==> src/rtl/aes_ctrl_pkg.sv <==
// -----------------------------------------------------------------------------
// aes_ctrl_pkg
// Shared definitions for the AES round-control blocks: the controller FSM
// state type, the round count and the round-constant seeds / reduction
// polynomial used by the GF(2^8) helpers.
// -----------------------------------------------------------------------------
package aes_ctrl_pkg;

  typedef enum logic [1:0] {
    ST_IDLE = 2'd0,
    ST_RUN  = 2'd1,
    ST_DONE = 2'd2
  } ctrl_state_t;

  localparam logic [3:0] NUM_ROUNDS     = 4'd10;
  localparam logic [7:0] RCON_FIRST_ENC = 8'h01;  // rcon of round 1 (encrypt)
  localparam logic [7:0] RCON_FIRST_DEC = 8'h36;  // rcon of round 10 (decrypt)
  localparam logic [7:0] POLY_LOW       = 8'h1b;  // x^8 = x^4+x^3+x+1 (mod p)

endpackage

==> src/rtl/gf_inv_xtime.sv <==
// -----------------------------------------------------------------------------
// gf_inv_xtime
// Combinational inverse of xtime in GF(2^8): divides the input by x modulo
// the AES polynomial, so xtime(inv_xtime(x)) == x for every byte.
//   i_x : input byte
//   o_y : i_x / x in GF(2^8)
// -----------------------------------------------------------------------------
module gf_inv_xtime
  import aes_ctrl_pkg::*;
(
  input  logic [7:0] i_x,
  output logic [7:0] o_y
);

  // An odd input means the value came from a reduction step: undo the
  // polynomial XOR first, then restore the shifted-out top bit.
  assign o_y = i_x[0] ? (((i_x ^ POLY_LOW) >> 1) | 8'h80) : (i_x >> 1);

endmodule

==> src/rtl/aes_inv_rcon_ctrl.sv <==
// -----------------------------------------------------------------------------
// aes_inv_rcon_ctrl
// Round controller for the inverse AES key schedule. On start it walks
// rounds 10..1, holding each round for LATENCY cycles, and presents the
// matching round constant (0x36 down to 0x01) to the datapath.
//   clk        : rising-edge clock
//   nrst       : synchronous active-low reset
//   start      : begin a 10-round schedule (sampled only in IDLE)
//   abort      : cancel the current schedule (wins over start)
//   busy       : high while rounds are running
//   rcon       : round constant of the current round, 0x00 otherwise
//   round      : current round 10..1 while running, 0 otherwise
//   rcon_valid : strobe on the cycle the last pipeline stage consumes rcon
//   last_round : high while round 1 is running
//   done       : one-cycle pulse after round 1 completes
// All outputs come straight from registers.
// -----------------------------------------------------------------------------
module aes_inv_rcon_ctrl
  import aes_ctrl_pkg::*;
#(
  parameter int LATENCY = 4  // pipeline stages per round, 1..16
) (
  input  logic       clk,
  input  logic       nrst,
  input  logic       start,
  input  logic       abort,
  output logic       busy,
  output logic [7:0] rcon,
  output logic [3:0] round,
  output logic       rcon_valid,
  output logic       last_round,
  output logic       done
);

  localparam int               CNT_W    = (LATENCY > 1) ? $clog2(LATENCY) : 1;
  localparam logic [CNT_W-1:0] CNT_LAST = CNT_W'(LATENCY - 1);

  ctrl_state_t      r_state, w_state_nxt;
  logic [CNT_W-1:0] r_cnt, w_cnt_nxt;
  logic [3:0]       r_round, w_round_nxt;
  logic [7:0]       r_rcon, w_rcon_nxt;
  logic             r_busy, w_busy_nxt;
  logic             r_rcon_valid, w_rcon_valid_nxt;
  logic             r_last_round, w_last_round_nxt;
  logic             r_done, w_done_nxt;
  logic [7:0]       w_rcon_prev;

  gf_inv_xtime u_inv_xtime (
    .i_x (r_rcon),
    .o_y (w_rcon_prev)
  );

  // NOTE: every signal gets its hold value before the case so that no path
  // leaves one unassigned -- otherwise the tool infers a latch.
  always_comb begin
    w_state_nxt = r_state;
    w_cnt_nxt   = r_cnt;
    w_round_nxt = r_round;
    w_rcon_nxt  = r_rcon;

    case (r_state)
      ST_IDLE: begin
        if (start && !abort) begin
          w_state_nxt = ST_RUN;
          w_cnt_nxt   = '0;
          w_round_nxt = NUM_ROUNDS;
          w_rcon_nxt  = RCON_FIRST_DEC;
        end
      end

      ST_RUN: begin
        if (abort) begin
          w_state_nxt = ST_IDLE;
          w_cnt_nxt   = '0;
          w_round_nxt = '0;
          w_rcon_nxt  = '0;
        end else if (r_cnt == CNT_LAST) begin
          w_cnt_nxt = '0;
          if (r_round > 4'd1) begin
            w_round_nxt = r_round - 4'd1;
            w_rcon_nxt  = w_rcon_prev;
          end else begin
            w_state_nxt = ST_DONE;
            w_round_nxt = '0;
            w_rcon_nxt  = '0;
          end
        end else begin
          w_cnt_nxt = r_cnt + CNT_W'(1);
        end
      end

      ST_DONE: begin
        // Leaves unconditionally; start here is dropped, abort changes nothing.
        w_state_nxt = ST_IDLE;
        w_cnt_nxt   = '0;
        w_round_nxt = '0;
        w_rcon_nxt  = '0;
      end

      default: begin
        w_state_nxt = ST_IDLE;
        w_cnt_nxt   = '0;
        w_round_nxt = '0;
        w_rcon_nxt  = '0;
      end
    endcase

    // Outputs are registered copies of what the next cycle will look like.
    w_busy_nxt       = (w_state_nxt == ST_RUN);
    w_rcon_valid_nxt = w_busy_nxt && (w_cnt_nxt == CNT_LAST);
    w_last_round_nxt = w_busy_nxt && (w_round_nxt == 4'd1);
    w_done_nxt       = (w_state_nxt == ST_DONE);
  end

  // NOTE: state is updated with non-blocking assignments so every register
  // samples the pre-edge values regardless of statement order.
  always_ff @(posedge clk) begin
    if (!nrst) begin
      r_state      <= ST_IDLE;
      r_cnt        <= '0;
      r_round      <= '0;
      r_rcon       <= '0;
      r_busy       <= 1'b0;
      r_rcon_valid <= 1'b0;
      r_last_round <= 1'b0;
      r_done       <= 1'b0;
    end else begin
      r_state      <= w_state_nxt;
      r_cnt        <= w_cnt_nxt;
      r_round      <= w_round_nxt;
      r_rcon       <= w_rcon_nxt;
      r_busy       <= w_busy_nxt;
      r_rcon_valid <= w_rcon_valid_nxt;
      r_last_round <= w_last_round_nxt;
      r_done       <= w_done_nxt;
    end
  end

  assign busy       = r_busy;
  assign rcon       = r_rcon;
  assign round      = r_round;
  assign rcon_valid = r_rcon_valid;
  assign last_round = r_last_round;
  assign done       = r_done;

endmodule

==> config.mk <==
export PLATFORM = sky130hd
export DESIGN_NAME = aes_inv_rcon_ctrl
export DESIGN_NICKNAME = d
export VERILOG_FILES = /design/src/rtl/aes_ctrl_pkg.sv /design/src/rtl/gf_inv_xtime.sv /design/src/rtl/aes_inv_rcon_ctrl.sv
export SDC_FILE = /design/constraint.sdc
export NUM_CORES = 1
export LEC_CHECK = 0
export ABC_CLOCK_PERIOD_IN_PS = 4000
export CORE_MARGIN = 5
export CORE_UTILIZATION = 50
export DETAILED_ROUTE_END_ITERATION = 16
export GPL_TIMING_DRIVEN = 0
export PLACE_DENSITY = 0.78
export SLEW_MARGIN = 15
export SYNTH_ARGS = -nofsm -noshare
export SYNTH_HDL_FRONTEND = slang
export SYNTH_SLANG_ARGS = --single-unit
==> constraint.sdc <==
create_clock -name clk -period 4 [get_ports clk]
set_input_delay 0.6 -clock clk [delete_from_list [all_inputs] [get_ports clk]]
set_output_delay 0.6 -clock clk [all_outputs]
set_load 0.01 [all_outputs]
==> flow_metrics.py, run 1 <==
metrics = {
    "final_layout": {
        "layout_commonest_cell": "dfxtp_1",
        "n_fill_cell": 177,
        "diodes": 0,
        "layout_common_cells": "20 x dfxtp_1, 18 x clkdlybuf4s50_1, 11 x nor2_1",
        "multi_input_area_um2": 537,
        "nNetsFinal": 135,
        "regArea_um2": 400,
        "areaGrowthSynthToFinish_pct": 23.8,
        "fin_area_um2": 1230,
        "fin_cells": 153,
        "drive_gt1_frac": 0.135,
    },
    "clock_network": {
        "cts_hold_buf": 0,
        "cts_made_buffers": 3,
        "path_clk_slew_ns": 0.10,
        "htree_levels": 1,
        "cts-root-buf": "clkbuf_4",
        "clock_latency_ns": 0.29,
        "clock_sinks": 20,
        "cts_buffer_depth": 2,
        "cts_tree": "built",
        "cts_resized": 0,
        "cts_setup_buffers": 0,
    },
    "grt": {
        "grt.total_usage": 0.171,
        "first_global_vias": 806,
        "antenna_found_initial": 0,
        "grt_max_degree": 11,
        "grt_pass1_wl_mm": 3.61,
        "overflow": 0,
    },
    "critical_path": {
        "cp-end-kind": "output pin",
        "path_cells": "clkdlybuf4s50_1",
        "crit_family": "buffers and inverters",
        "critPathMaxStageDelay_ns": 0.59,
        "critPathBufInv": 1,
        "worstPathRequired_ns": 3.40,
        "slowest_stage": "clkdlybuf4s50_1",
        "worstPathMaxFanout": 6,
        "crit_arrival_ns": 1.37,
        "cp-start-kind": "flip-flop",
        "critPathKind": "flip-flop to output pin",
    },
    "route": {
        "drc": 0,
        "drtIter0Drc": 6,
        "route.vias.total": 847,
        "drt_wl_total_mm": 2.10,
        "first_pass_iters": 4,
        "route.detailed.wl_per_inst_um": 13.7,
        "ant_nets": 0,
        "viasPerCell": 5.54,
    },
    "timing": {
        "tns_ns": 0,
        "tightestPinTransition_ns": 0.449,
        "rsz0062_at_grt": "false",
        "min_period_over_period": 0.493,
        "finalSetupViolations": 0,
        "finalClockSkew_ns": 0.00423,
        "hold_viol": 0,
        "slew_viol_final": 0,
        "fmax_mhz": 507,
        "min_period_ns": 1.97,
        "relSlewSlack": 0.701,
        "hold_ws_ns": 0.503,
    },
    "pwr": {
        "p_per_area_nw_per_um2": 289,
        "max-vdd-ir-drop_mv": 0.206,
        "total_leakage_power_uw": 0.000444,
    },
    "job": {
        "cap_viol_max_count": 0,
    },
    "hold_path": {
        "min_path_type": "flip-flop to flip-flop",
    },
    "synth": {
        "yosysTopAreaCellShare": 0.403,
        "ys_seq_area_frac": 0.403,
        "yosysTopAreaCell": "dfxtp_1",
        "yosys-top-cells-area": "dfxtp_1 40%, nor2_1 4.2%, ha_1 3.8%, a21boi_0 3.0%, a21oi_1 2.5%",
        "synth_area_um2": 993,
        "synth_nets": 112,
        "synth_area_per_cell_um2": 9.46,
        "ys_ff_latch": 20,
        "syn_inst": 105,
        "yosys_warnings": 0,
        "synth_cell_type_count": 43,
    },
    "place": {
        "hpwl_mm": 1.55,
        "postPlaceCellArea_um2": 1210,
        "placement.io_buffers": 18,
        "place_congestion": 0.825,
        "dp_cells": 150,
    },
    "floorplanning": {
        "start_util": 0.517,
        "dieArea_um2": 2980,
        "num_rows": 16,
        "die_y_um": 54.6,
        "io_pins": 20,
        "coreArea_um2": 1920,
        "fp.dieW_um": 54.6,
    },
    "outcome": {
        "outcome": "finished clean",
    },
}
-- report_power, final --
part / total (uW) / internal (uW) / switching [uW]
combinational: 53.6 / 25.8 / 27.9
sequential: 211 / 206 / 5.07
clock: 90.9 / 35.0 / 55.8
total: 355 / 266 / 88.8
-- synth_stat cells (all sizes together) --
cell type	count
xnor2	1
or2	1
nand2b	3
nor4	3
a22oi	1
nand3	3
dfxtp	20
a21boi	4
nor4b	1
a32oi	1
a211oi	1
ha	3
o221ai	1
o21ai	4
o311a	2
o21a	1
nor2	11
o22a	2
nor2b	2
a2bb2oi	1
clkbuf	1
nand4	1
a21oi	5
a221o	1
nor3	5
nand4b	1
nor3b	2
buf	5
o21bai	1
xor2	2
nand3b	3
o32ai	1
nand2	4
inv	4
o22ai	1
and2	1
o31ai	1
-- cell type report --
type,count,area share
Multi-Input combinational cell,75,0.436
Sequential cell,20,0.326
Timing Repair Buffer,18,0.146
Buffer,6,0.0336
Tap cell,27,0.0275
Clock buffer,3,0.0183
Inverter,4,0.0122
-- final timing paths --
kind         cells after the start  slack (ns)         end      from
min                              1        0.50  rcon_valid  r_cnt[0]
max                              1        2.03     rcon[0]   rcon[0]
min reg2reg                      1        0.50  rcon_valid  r_cnt[0]
max reg2reg                      7        2.11  last_round  round[0]
-- through the flow --
| stage | power [uW] | worst slack (ns) | util |
|---|---|---|---|
| 2_1_floorplan | 248 | 2.29 | - |
| 3_3_place_gp | 268 | 1.75 | 0.628 |
| 3_5_place_dp | 269 | 1.77 | 0.628 |
| 4_1_cts | 360 | 2.03 | 0.640 |
| 5_1_grt | 374 | 1.93 | 0.640 |
| 6_report | 355 | 2.03 | 0.640 |
-- layer usage --
layer  vias up  global-route usage  share of wire
li1        427                   -              -
met1       402               0.231           0.49
met2        14               0.265           0.47
met3         4              0.0272          0.028
met4         0              0.0747          0.013
met5         -                   0              0
-- cells by family (layout without fill, tap and decap cells) --
| family | after synthesis | count (layout) | synth area share |
|---|---|---|---|
| and+or+nand+nor | 41 | 41 | 0.252 |
| AOI/OAI and AO/OA | 28 | 28 | 0.224 |
| DFF | 20 | 20 | 0.403 |
| buffers and inverters | 10 | 31 | 0.0567 |
| adders and majority gates | 3 | 3 | 0.0378 |
| xor gates and xnor gates | 3 | 3 | 0.0265 |
-- registers in the layout, summed over array words and instances (netlist names) --
| name | flops |
|---|---|
| busy | 1 |
| done | 1 |
| last_round | 1 |
| r_cnt | 2 |
| r_state | 2 |
| rcon | 8 |
| rcon_valid | 1 |
| round | 4 |
Note: power is estimated with default switching activity, not from simulation.
==> run 2, diff against run 1 <==
- ABC_CLOCK_PERIOD_IN_PS: 4000 -> 2100
- CORE_UTILIZATION: 50 -> 49
- PLACE_DENSITY: 0.78 -> 0.77
- clock period: 4 -> 2.1 ns (I/O delays scaled with it)
==> flow_metrics.py, run 2 (same netlist as run 1, synthesis figures left out) <==
metrics = {
    "outcome": {
        "outcome": "finished clean",
    },
    "final_layout": {
        "drive_gt1_frac": 0.135,
        "areaGrowthSynthToFinish_pct": 23.8,
        "nNetsFinal": 135,
        "fin_util": 0.633,
        "largest_reg_flops": 8,
        "layout_commonest_cell": "dfxtp_1",
        "layout_common_cells": "20 x dfxtp_1, 18 x clkdlybuf4s50_1, 11 x nor2_1",
        "fin_cells": 153,
        "n_fill_cell": 180,
        "diodes": 0,
    },
    "critical_path": {
        "worst_r2r_path_depth": 7,
        "worstPathRequired_ns": 2.31,
        "crit_family": "compound AO/OA/AOI/OAI gates",
        "crit_arrival_ns": 2.14,
        "r2r-start": "round[1]",
        "critPathKind": "flip-flop to flip-flop",
        "reg2reg_to": "last_round",
        "critPathMaxStageDelay_ns": 0.44,
        "critPathBufInv": 2,
        "cp-start-kind": "flip-flop",
        "worstPathMaxFanout": 10,
        "cp-end-kind": "flip-flop",
        "path_cells": "inv_1 > ha_1 > o21bai_1 > o21a_1 > buf_6 > a32oi_2 > nor4_2",
        "slowest_stage": "dfxtp_1",
        "r2r_slack_ns": 0.17,
    },
    "clock_network": {
        "clock_sinks": 20,
        "htree_levels": 1,
        "cts-root-buf": "clkbuf_4",
        "cts_hold_buf": 0,
        "cts_resized": 0,
        "clock_latency_ns": 0.29,
        "cts_made_buffers": 3,
        "path_clk_slew_ns": 0.11,
        "cts_tree": "built",
        "cts_setup_buffers": 0,
        "cts_buffer_depth": 2,
    },
    "timing": {
        "finalSetupViolations": 0,
        "rsz0062_at_grt": "false",
        "min_period_ns": 1.93,
        "tns_ns": 0,
        "slew_viol_final": 0,
        "relSlewSlack": 0.663,
        "fmax_mhz": 517,
        "finalClockSkew_ns": 0.00652,
        "tightestPinTransition_ns": 0.504,
        "setup_ws_ns": 0.167,
        "hold_viol": 0,
        "min_period_over_period": 0.920,
    },
    "place": {
        "placement.io_buffers": 18,
        "dp_cells": 150,
        "dp_slack_ns": 0.148,
        "place_congestion": 0.869,
        "hpwl_mm": 1.64,
    },
    "floorplanning": {
        "start_util": 0.512,
        "fp.dieW_um": 55.0,
        "io_pins": 20,
        "die_y_um": 55.0,
        "coreArea_um2": 1940,
        "num_rows": 16,
        "dieArea_um2": 3030,
    },
    "hold_path": {
        "min_to": "r_state[1]",
        "min_path_type": "input port to flip-flop",
        "min_from": "nrst",
        "whs_path_depth": 3,
    },
    "route": {
        "ant_nets": 0,
        "route.vias.total": 846,
        "route.detailed.wl_per_inst_um": 14.4,
        "drc": 0,
        "viasPerCell": 5.53,
        "first_pass_iters": 5,
        "drt_wl_total_mm": 2.21,
        "drtIter0Drc": 14,
    },
    "grt": {
        "antenna_found_initial": 0,
        "grt_pass1_wl_mm": 3.68,
        "overflow": 0,
        "first_global_vias": 789,
        "grt_max_degree": 11,
        "grt.total_usage": 0.169,
    },
    "job": {
        "cap_viol_max_count": 0,
    },
    "pwr": {
        "power_frac_clock": 0.260,
        "p_sw_frac": 0.258,
        "seq_power_share": 0.587,
        "max-vdd-ir-drop_mv": 0.369,
        "total_leakage_power_uw": 0.000444,
        "switchingPower_uw": 176,
        "p_comb_frac": 0.153,
        "intPower_uw": 507,
        "p_per_area_nw_per_um2": 556,
    },
}
[run 2: cell counts in the layout (fill, tap and decap cells not counted)]
No cell type changed its count.
[run 2: layout make-up]
class	count	area, um2	share of cell area
multi-input cells	75	537	0.436
inverters	4	15.0	0.0122
flip-flops and latches	20	400	0.326
well taps	27	33.8	0.0275
repair buffers	18	180	0.146
clock buffers	3	22.5	0.0183
plain buffers	6	41.3	0.0336
[run 2: per-layer routing]
layer / vias to the layer above / part of all wire / routed length, um / GRT usage
li1: 427 / - / - / -
met1: 396 / 0.47 / 1040 / 0.215
met2: 19 / 0.47 / 1040 / 0.278
met3: 4 / 0.049 / 108 / 0.0402
met4: 0 / 0.010 / 22 / 0.0607
met5: - / 0 / 0 / 0
[run 2: power groups by stage]
| stage | Combinational (uW) | Sequential (uW) | Clock, uW |
|---|---|---|---|
| floorplan | 58.2 | 414 | 0 |
| global placement | 101 | 410 | 0 |
| detailed placement | 103 | 410 | 0 |
| CTS | 104 | 402 | 179 |
| global route | 115 | 404 | 199 |
| finish | 104 | 402 | 178 |
[run 2: worst min-delay path: stages]
cell	delay, ns
buf_2	0.16
nand2_1	0.09
nor3_1	0.04
[run 2: metrics by stage]
step	instance area, um2	hold slack [ns]	total power (uW)
after floorplan	993	0.458	472
after global placement	1210	0.480	510
after detailed placement	1210	0.488	513
after CTS	1230	0.344	685
after global routing	1230	0.347	717
final	1230	0.343	684
[run 2: worst max path at each step]
stage          startpoint          to  slack, ns  cells after the start
2_1_floorplan    round[0]  last_round       0.39                      7
3_3_place_gp        abort  last_round       0.15                      6
3_5_place_dp        abort  last_round       0.15                      6
4_1_cts          round[1]  last_round       0.20                      7
5_1_grt          round[1]  last_round       0.09                      7
6_report         round[1]  last_round       0.17                      7
